--- src/rtl/top_cmd_sequencer.sv ---
// Command front end: queues host write/read/ALU commands, issues them one at a
// time as single-cycle strobes, waits for done and queues read data back.
module top_cmd_sequencer #(
    parameter int DATA_WIDTH     = 8,
    parameter int ADDR_WIDTH_EXT = 20,
    parameter int CMD_DEPTH      = 4,
    parameter int RSP_DEPTH      = 4,
    parameter int TIMEOUT_CYCLES = 65535
) (
    input  logic                      clk,
    input  logic                      reset,
    input  logic                      cmd_valid,
    output logic                      cmd_ready,
    input  logic [1:0]                cmd_type,
    input  logic [ADDR_WIDTH_EXT-1:0] cmd_addr,
    input  logic [DATA_WIDTH-1:0]     cmd_data,
    input  logic [3:0]                cmd_alu_op,
    input  logic                      cmd_alu_ext,
    output logic                      rsp_valid,
    input  logic                      rsp_ready,
    output logic [DATA_WIDTH-1:0]     rsp_data,
    output logic                      we,
    output logic                      re,
    output logic                      alu_start,
    output logic [3:0]                alu_op,
    output logic                      alu_to_external,
    output logic [ADDR_WIDTH_EXT-1:0] addr,
    output logic [DATA_WIDTH-1:0]     data_in,
    input  logic [DATA_WIDTH-1:0]     data_out,
    input  logic                      busy,
    input  logic                      done,
    output logic                      idle,
    output logic                      err_illegal,
    output logic                      err_timeout
);

    localparam int CPW = $clog2(CMD_DEPTH);
    localparam int CCW = CPW + 1;
    localparam int RPW = $clog2(RSP_DEPTH);
    localparam int RCW = RPW + 1;
    localparam int TCW = $clog2(TIMEOUT_CYCLES + 1);
    localparam int TO_M1 = TIMEOUT_CYCLES - 1;
    localparam logic [TCW-1:0] TO_LAST = TO_M1[TCW-1:0];
    localparam logic [CCW-1:0] CMD_FULL = CMD_DEPTH[CCW-1:0];
    localparam logic [RCW-1:0] RSP_FULL = RSP_DEPTH[RCW-1:0];

    localparam logic [1:0] T_WR  = 2'b00;
    localparam logic [1:0] T_RD  = 2'b01;
    localparam logic [1:0] T_ALU = 2'b10;
    localparam logic [1:0] T_ILL = 2'b11;

    typedef struct packed {
        logic [1:0]                typ;
        logic [ADDR_WIDTH_EXT-1:0] addr;
        logic [DATA_WIDTH-1:0]     data;
        logic [3:0]                op;
        logic                      ext;
    } cmd_t;

    typedef enum logic [1:0] {S_IDLE, S_ISSUE, S_WAIT} state_t;

    cmd_t                  cmd_mem [CMD_DEPTH];
    cmd_t                  cmd_in;
    cmd_t                  cmd_head;
    logic [CPW-1:0]        cmd_wr_q, cmd_rd_q;
    logic [CCW-1:0]        cmd_cnt_q;
    logic [DATA_WIDTH-1:0] rsp_mem [RSP_DEPTH];
    logic [RPW-1:0]        rsp_wr_q, rsp_rd_q;
    logic [RCW-1:0]        rsp_cnt_q;

    logic cmd_empty, cmd_push, cmd_pop;
    logic rsp_full, rsp_push, rsp_pop;

    state_t                    state_q;
    logic [1:0]                typ_q;
    logic [ADDR_WIDTH_EXT-1:0] addr_q;
    logic [DATA_WIDTH-1:0]     data_q;
    logic [3:0]                op_q;
    logic                      ext_q;
    logic                      we_q, re_q, alu_q;
    logic                      err_ill_q, err_tmo_q;
    logic [TCW-1:0]            tmo_q;

    assign cmd_in    = {cmd_type, cmd_addr, cmd_data, cmd_alu_op, cmd_alu_ext};
    assign cmd_head  = cmd_mem[cmd_rd_q];
    assign cmd_empty = (cmd_cnt_q == '0);
    assign cmd_ready = (cmd_cnt_q != CMD_FULL);
    assign cmd_push  = cmd_valid && cmd_ready;

    // A read is only admitted with response space, so rsp_push never overflows
    assign cmd_pop = (state_q == S_IDLE) && !cmd_empty && !busy &&
                     ((cmd_head.typ != T_RD) || !rsp_full);

    assign rsp_full  = (rsp_cnt_q == RSP_FULL);
    assign rsp_valid = (rsp_cnt_q != '0);
    assign rsp_data  = rsp_mem[rsp_rd_q];
    assign rsp_pop   = rsp_valid && rsp_ready;
    assign rsp_push  = (state_q == S_WAIT) && done && (typ_q == T_RD);

    always_ff @(posedge clk) begin
        if (cmd_push) cmd_mem[cmd_wr_q] <= cmd_in;
        if (rsp_push) rsp_mem[rsp_wr_q] <= data_out;
    end

    always_ff @(posedge clk or negedge reset) begin
        if (!reset) begin
            cmd_wr_q  <= '0;
            cmd_rd_q  <= '0;
            cmd_cnt_q <= '0;
            rsp_wr_q  <= '0;
            rsp_rd_q  <= '0;
            rsp_cnt_q <= '0;
        end else begin
            if (cmd_push) cmd_wr_q <= cmd_wr_q + CPW'(1);
            if (cmd_pop)  cmd_rd_q <= cmd_rd_q + CPW'(1);
            if (cmd_push && !cmd_pop) cmd_cnt_q <= cmd_cnt_q + CCW'(1);
            if (!cmd_push && cmd_pop) cmd_cnt_q <= cmd_cnt_q - CCW'(1);
            if (rsp_push) rsp_wr_q <= rsp_wr_q + RPW'(1);
            if (rsp_pop)  rsp_rd_q <= rsp_rd_q + RPW'(1);
            if (rsp_push && !rsp_pop) rsp_cnt_q <= rsp_cnt_q + RCW'(1);
            if (!rsp_push && rsp_pop) rsp_cnt_q <= rsp_cnt_q - RCW'(1);
        end
    end

    always_ff @(posedge clk or negedge reset) begin
        if (!reset) begin
            state_q   <= S_IDLE;
            typ_q     <= T_WR;
            addr_q    <= '0;
            data_q    <= '0;
            op_q      <= '0;
            ext_q     <= 1'b0;
            we_q      <= 1'b0;
            re_q      <= 1'b0;
            alu_q     <= 1'b0;
            err_ill_q <= 1'b0;
            err_tmo_q <= 1'b0;
            tmo_q     <= '0;
        end else begin
            we_q  <= 1'b0;
            re_q  <= 1'b0;
            alu_q <= 1'b0;
            unique case (state_q)
                S_IDLE: begin
                    if (cmd_pop) begin
                        if (cmd_head.typ == T_ILL) begin
                            err_ill_q <= 1'b1;
                        end else begin
                            typ_q   <= cmd_head.typ;
                            addr_q  <= cmd_head.addr;
                            data_q  <= cmd_head.data;
                            op_q    <= cmd_head.op;
                            ext_q   <= cmd_head.ext;
                            we_q    <= (cmd_head.typ == T_WR);
                            re_q    <= (cmd_head.typ == T_RD);
                            alu_q   <= (cmd_head.typ == T_ALU);
                            state_q <= S_ISSUE;
                        end
                    end
                end
                S_ISSUE: begin
                    tmo_q   <= '0;
                    state_q <= S_WAIT;
                end
                S_WAIT: begin
                    if (done) begin
                        state_q <= S_IDLE;
                    end else begin
                        tmo_q <= tmo_q + TCW'(1);
                        if (tmo_q == TO_LAST) begin
                            err_tmo_q <= 1'b1;
                            state_q   <= S_IDLE;
                        end
                    end
                end
                default: state_q <= S_IDLE;
            endcase
        end
    end

    assign we              = we_q;
    assign re              = re_q;
    assign alu_start       = alu_q;
    assign alu_op          = op_q;
    assign alu_to_external = ext_q;
    assign addr            = addr_q;
    assign data_in         = data_q;
    assign idle            = (state_q == S_IDLE) && cmd_empty;
    assign err_illegal     = err_ill_q;
    assign err_timeout     = err_tmo_q;

endmodule

--- config.mk ---
export PLATFORM = sky130hd
export DESIGN_NAME = top_cmd_sequencer
export DESIGN_NICKNAME = d
export VERILOG_FILES = /design/src/rtl/top_cmd_sequencer.sv
export SDC_FILE = /design/constraint.sdc
export NUM_CORES = 1
export LEC_CHECK = 0
export ABC_AREA = 1
export CAP_MARGIN = 10
export CELL_PAD_IN_SITES_DETAIL_PLACEMENT = 1
export CELL_PAD_IN_SITES_GLOBAL_PLACEMENT = 1
export CORE_MARGIN = 2
export CORE_UTILIZATION = 55
export DETAILED_ROUTE_END_ITERATION = 8
export DONT_BUFFER_PORTS = 1
export GPL_TIMING_DRIVEN = 0
export HOLD_SLACK_MARGIN = 0.03
export MAX_ROUTING_LAYER = met4
export PLACE_DENSITY_LB_ADDON = 0.1
export SETUP_SLACK_MARGIN = 0.15
export SLEW_MARGIN = 20
export SYNTH_ARGS = -nofsm -noshare
export SYNTH_HDL_FRONTEND = slang
export SYNTH_SLANG_ARGS = --single-unit
--- constraint.sdc ---
create_clock -name clk -period 7.7 [get_ports clk]
set_input_delay 1.54 -clock clk [delete_from_list [all_inputs] [get_ports clk]]
set_output_delay 1.54 -clock clk [all_outputs]
set_load 0.005 [all_outputs]
==> metrics.yaml <==
run_status:
  run_status: "complete, no violations"
critical_path:
  worst_path_most_repeated_cell: "sky130_fd_sc_hd__clkbuf_1"
  worst-endpoint-arrival_ps: 2100
  timing.critical_path.max_delay_family: "buffers and inverters"
  timing.critical_path.from_type: "flop"
  critical_path.max_fanout: 10
  worst_setup_path_type: "flop to output port"
  timing.critical_path.to_type: "output port"
  max_stage_delay_ps: 410
  critical_path_cell_sequence: "clkbuf_1, inv_1, clkbuf_1, nor2_1, o22ai_1"
  cp_num_buf_inv: 3
  cp.required_ps: 6160
  cell_with_the_largest_stage_delay_on_the_worst_path: "sky130_fd_sc_hd__clkbuf_1"
synth:
  yosys-top-cells-area: "sky130_fd_sc_hd__edfxtp_1, sky130_fd_sc_hd__dfrtp_1, sky130_fd_sc_hd__nand2_1"
  postSynth.asyncResetShare_pct: 29.5
  yosysSeqAreaShare_pct: 68.0
  post_synth_instance_area_sq_um: 10200
  synth.avg_cell_area_sq_um: 11.4
  synth_warnings: 0
  synth-edff-count: 172
  ys_dominant_reg_cell: "sky130_fd_sc_hd__edfxtp_1"
  share_of_the_synthesized_area_in_the_top_cell_type_pct: 50.4
  post_synth_inst_count: 899
  synth.net_count: 962
  postSynthRegisterBits: 244
  synth_cell_type_count: 30
  synth_area_leader_cell: "sky130_fd_sc_hd__edfxtp_1"
cts:
  cts-buffers-inserted: 26
  cts_tree: "yes"
  cts_h_tree_depth: 1
  ctsLongestPathBuffers: 3
  cts_num_sinks: 244
  ctsHoldBuffers: 0
  root_buffer: "sky130_fd_sc_hd__clkbuf_16"
  postCtsSetupRepairBufs: 0
  post_cts.resized_instances: 0
  clk_pin_slew_ps: 60
  later_pin_clock_latency_in_the_skew_report_ps: 540
placed_design:
  dp_hpwl_um: 16800
  finalWeightedCongestion: 0.790
  portBuffers: 0
timing:
  unrepaired_setup_endpoints_after_global_routing: "false"
  post-route-min-period_ps: 3640
  slew-limit-headroom_pct: 42.6
  worstMarginPinSlew_ps: 858
  final_min_period_over_clock_period_pct: 47.3
  max_freq_mhz: 275
  report.final.slew_viol_count: 0
  setup_viol: 0
  final-hold-violation-count: 0
  worst_clock_skew_ps: 20.1
  final.setup.tns_ps: 0
drt:
  vias_per_cell: 5.76
  drcViolationCount: 0
  totalWireLength_um: 26400
  dr.first_iter.drc_count: 346
  wl_per_cell_um: 22.3
  tritonroute_pass_1_iters: 5
  ant_nets: 0
  via_count: 6801
global_routing:
  grt_first_pass_wirelength_um: 41200
  grt_max_degree: 73
  first_global_vias: 7484
  grt_util_all_layers_pct: 28.0
  grt_antenna_before_repair: 0
  grt.overflow.total: 0
layout:
  most_common_cell_after_layout_fill_and_taps_aside: "sky130_fd_sc_hd__nand2_1"
  areaGrowthSynthToFinish_pct: 14.0
  most-common-layout-cells: "sky130_fd_sc_hd__nand2_1, sky130_fd_sc_hd__edfxtp_1, sky130_fd_sc_hd__inv_1"
  design.final.nets: 995
  layout-drive-gt1-share_pct: 9.24
  fillerInstances: 1813
  antenna_cells_inserted: 0
die:
  rows: 49
  floorplan.die_area_sq_um: 19700
  floorplan.core_area_sq_um: 18100
  initial_utilization_pct: 56.5
  io-pin-count: 98
  die_w_um: 140
  die_h_um: 140
worst_hold_path:
  holdCritPathClass: "flop to flop"
pwr:
  power.density_nw_per_um2: 409
  power.ir.vdd_worst_mv: 0.278
  p_leak_nw: 4.86
  total_power_mw: 4.78
job:
  max-cap-violations: 0
cell usage after synthesis (4+ instances only):
cell type / number
sky130_fd_sc_hd__o211ai_1: 66
sky130_fd_sc_hd__a21oi_1: 12
sky130_fd_sc_hd__nor3_1: 6
sky130_fd_sc_hd__dfrtp_1: 72
sky130_fd_sc_hd__xnor2_1: 4
sky130_fd_sc_hd__clkbuf_1: 18
sky130_fd_sc_hd__o21ai_0: 30
sky130_fd_sc_hd__buf_2: 12
sky130_fd_sc_hd__o22ai_1: 8
sky130_fd_sc_hd__ha_1: 12
sky130_fd_sc_hd__edfxtp_1: 172
sky130_fd_sc_hd__buf_6: 11
sky130_fd_sc_hd__nor2_1: 46
sky130_fd_sc_hd__inv_1: 116
sky130_fd_sc_hd__nand2_1: 231
sky130_fd_sc_hd__nand3_1: 18
sky130_fd_sc_hd__xor2_1: 5
sky130_fd_sc_hd__nand4_1: 39
through the flow:
step	instance area, sq um	hold WS, ps	utilization (%)	setup slack [ps]	cells
detailed placement	10700	467	58.9	4200	1133
floorplan	10200	443	-	4070	899
finish	11700	476	64.4	4060	1181
global placement	10500	456	58.0	2710	1128
CTS	11700	482	64.4	4010	1181
global route	11700	513	64.4	3920	1181
worst register-to-register path: stages, from the launching register on:
cell,delay [ps]
sky130_fd_sc_hd__dfrtp_1,370
sky130_fd_sc_hd__buf_4,160
sky130_fd_sc_hd__inv_2,70
sky130_fd_sc_hd__buf_6,140
sky130_fd_sc_hd__nand2_1,80
sky130_fd_sc_hd__nand3_1,90
sky130_fd_sc_hd__nand2_1,110
sky130_fd_sc_hd__nand3_4,110
sky130_fd_sc_hd__buf_6,170
sky130_fd_sc_hd__nand2_2,120
sky130_fd_sc_hd__inv_1,130
sky130_fd_sc_hd__ha_1,160
sky130_fd_sc_hd__inv_1,70
sky130_fd_sc_hd__fa_1,380
sky130_fd_sc_hd__a21oi_1,140
sky130_fd_sc_hd__o21ai_0,110
sky130_fd_sc_hd__xnor2_1,140
worst paths after layout:
| check | start | to | slack [ps] | cells past startpoint |
|---|---|---|---|---|
| worst min-delay path | typ_q[1]$_DFFE_PN0P_ | typ_q[1]$_DFFE_PN0P_ | 480 | 2 |
| worst max-delay path | rsp_rd_q[0]$_DFFE_PN0P_ | rsp_data[2] | 4060 | 5 |
| min in group asynchronous | reset | alu_to_external$_DFFE_PN0P_ | 700 | 0 |
| worst max register to register | cmd_rd_q[0]$_DFFE_PN0N_ | cmd_cnt_q[2]$_DFFE_PN0P_ | 5030 | 16 |
| worst min register to register | typ_q[1]$_DFFE_PN0P_ | typ_q[1]$_DFFE_PN0P_ | 480 | 2 |
| max in group asynchronous | reset | data_in[3]$_DFFE_PN0P_ | 6890 | 0 |
sequential cells by signal, summed over array words and instances (netlist names), 3 cells and up:
name / cells
rsp_mem: 32
tmo_q: 16
rsp_cnt_q: 3
cmd_cnt_q: 3
alu_op: 4
cmd_mem: 140
data_in: 8
addr: 20
final cells by class:
cell class	instances	area [sq um]	share of cell area, %
plain buffers	43	267	2.28
clock inverters	19	334	2.86
repair buffers	5	123	1.05
inverters	118	443	3.79
clock buffers	29	662	5.67
well taps	229	287	2.45
multi-input cells	494	2600	22.3
flip-flops and latches	244	6970	59.6
per-layer routing:
layer | GRT usage, % | up-vias | share of wire, %
met3 | 5.71 | 60 | 5.6
met4 | 8.11 | 0 | 2.6
met1 | 32.8 | 3418 | 39
met2 | 49.1 | 194 | 52
li1 | - | 3129 | -
met5 | - | - | 0
cells by family after synthesis:
group	Yosys count	synth area share, %
compound gates	120	7.67
fa+ha+maj	14	1.86
xor+xnor	9	0.769
flops	244	68.0
simple gates	351	14.8
buf+inv	161	6.92
where the power goes:
part	leakage, nW	total, mW	internal [mW]	switching, mW
combinational	1.90	1.44	0.448	0.997
sequential	2.48	1.89	1.72	0.167
clock	0.481	1.44	0.922	0.518
(Power assumes the default switching activity.)
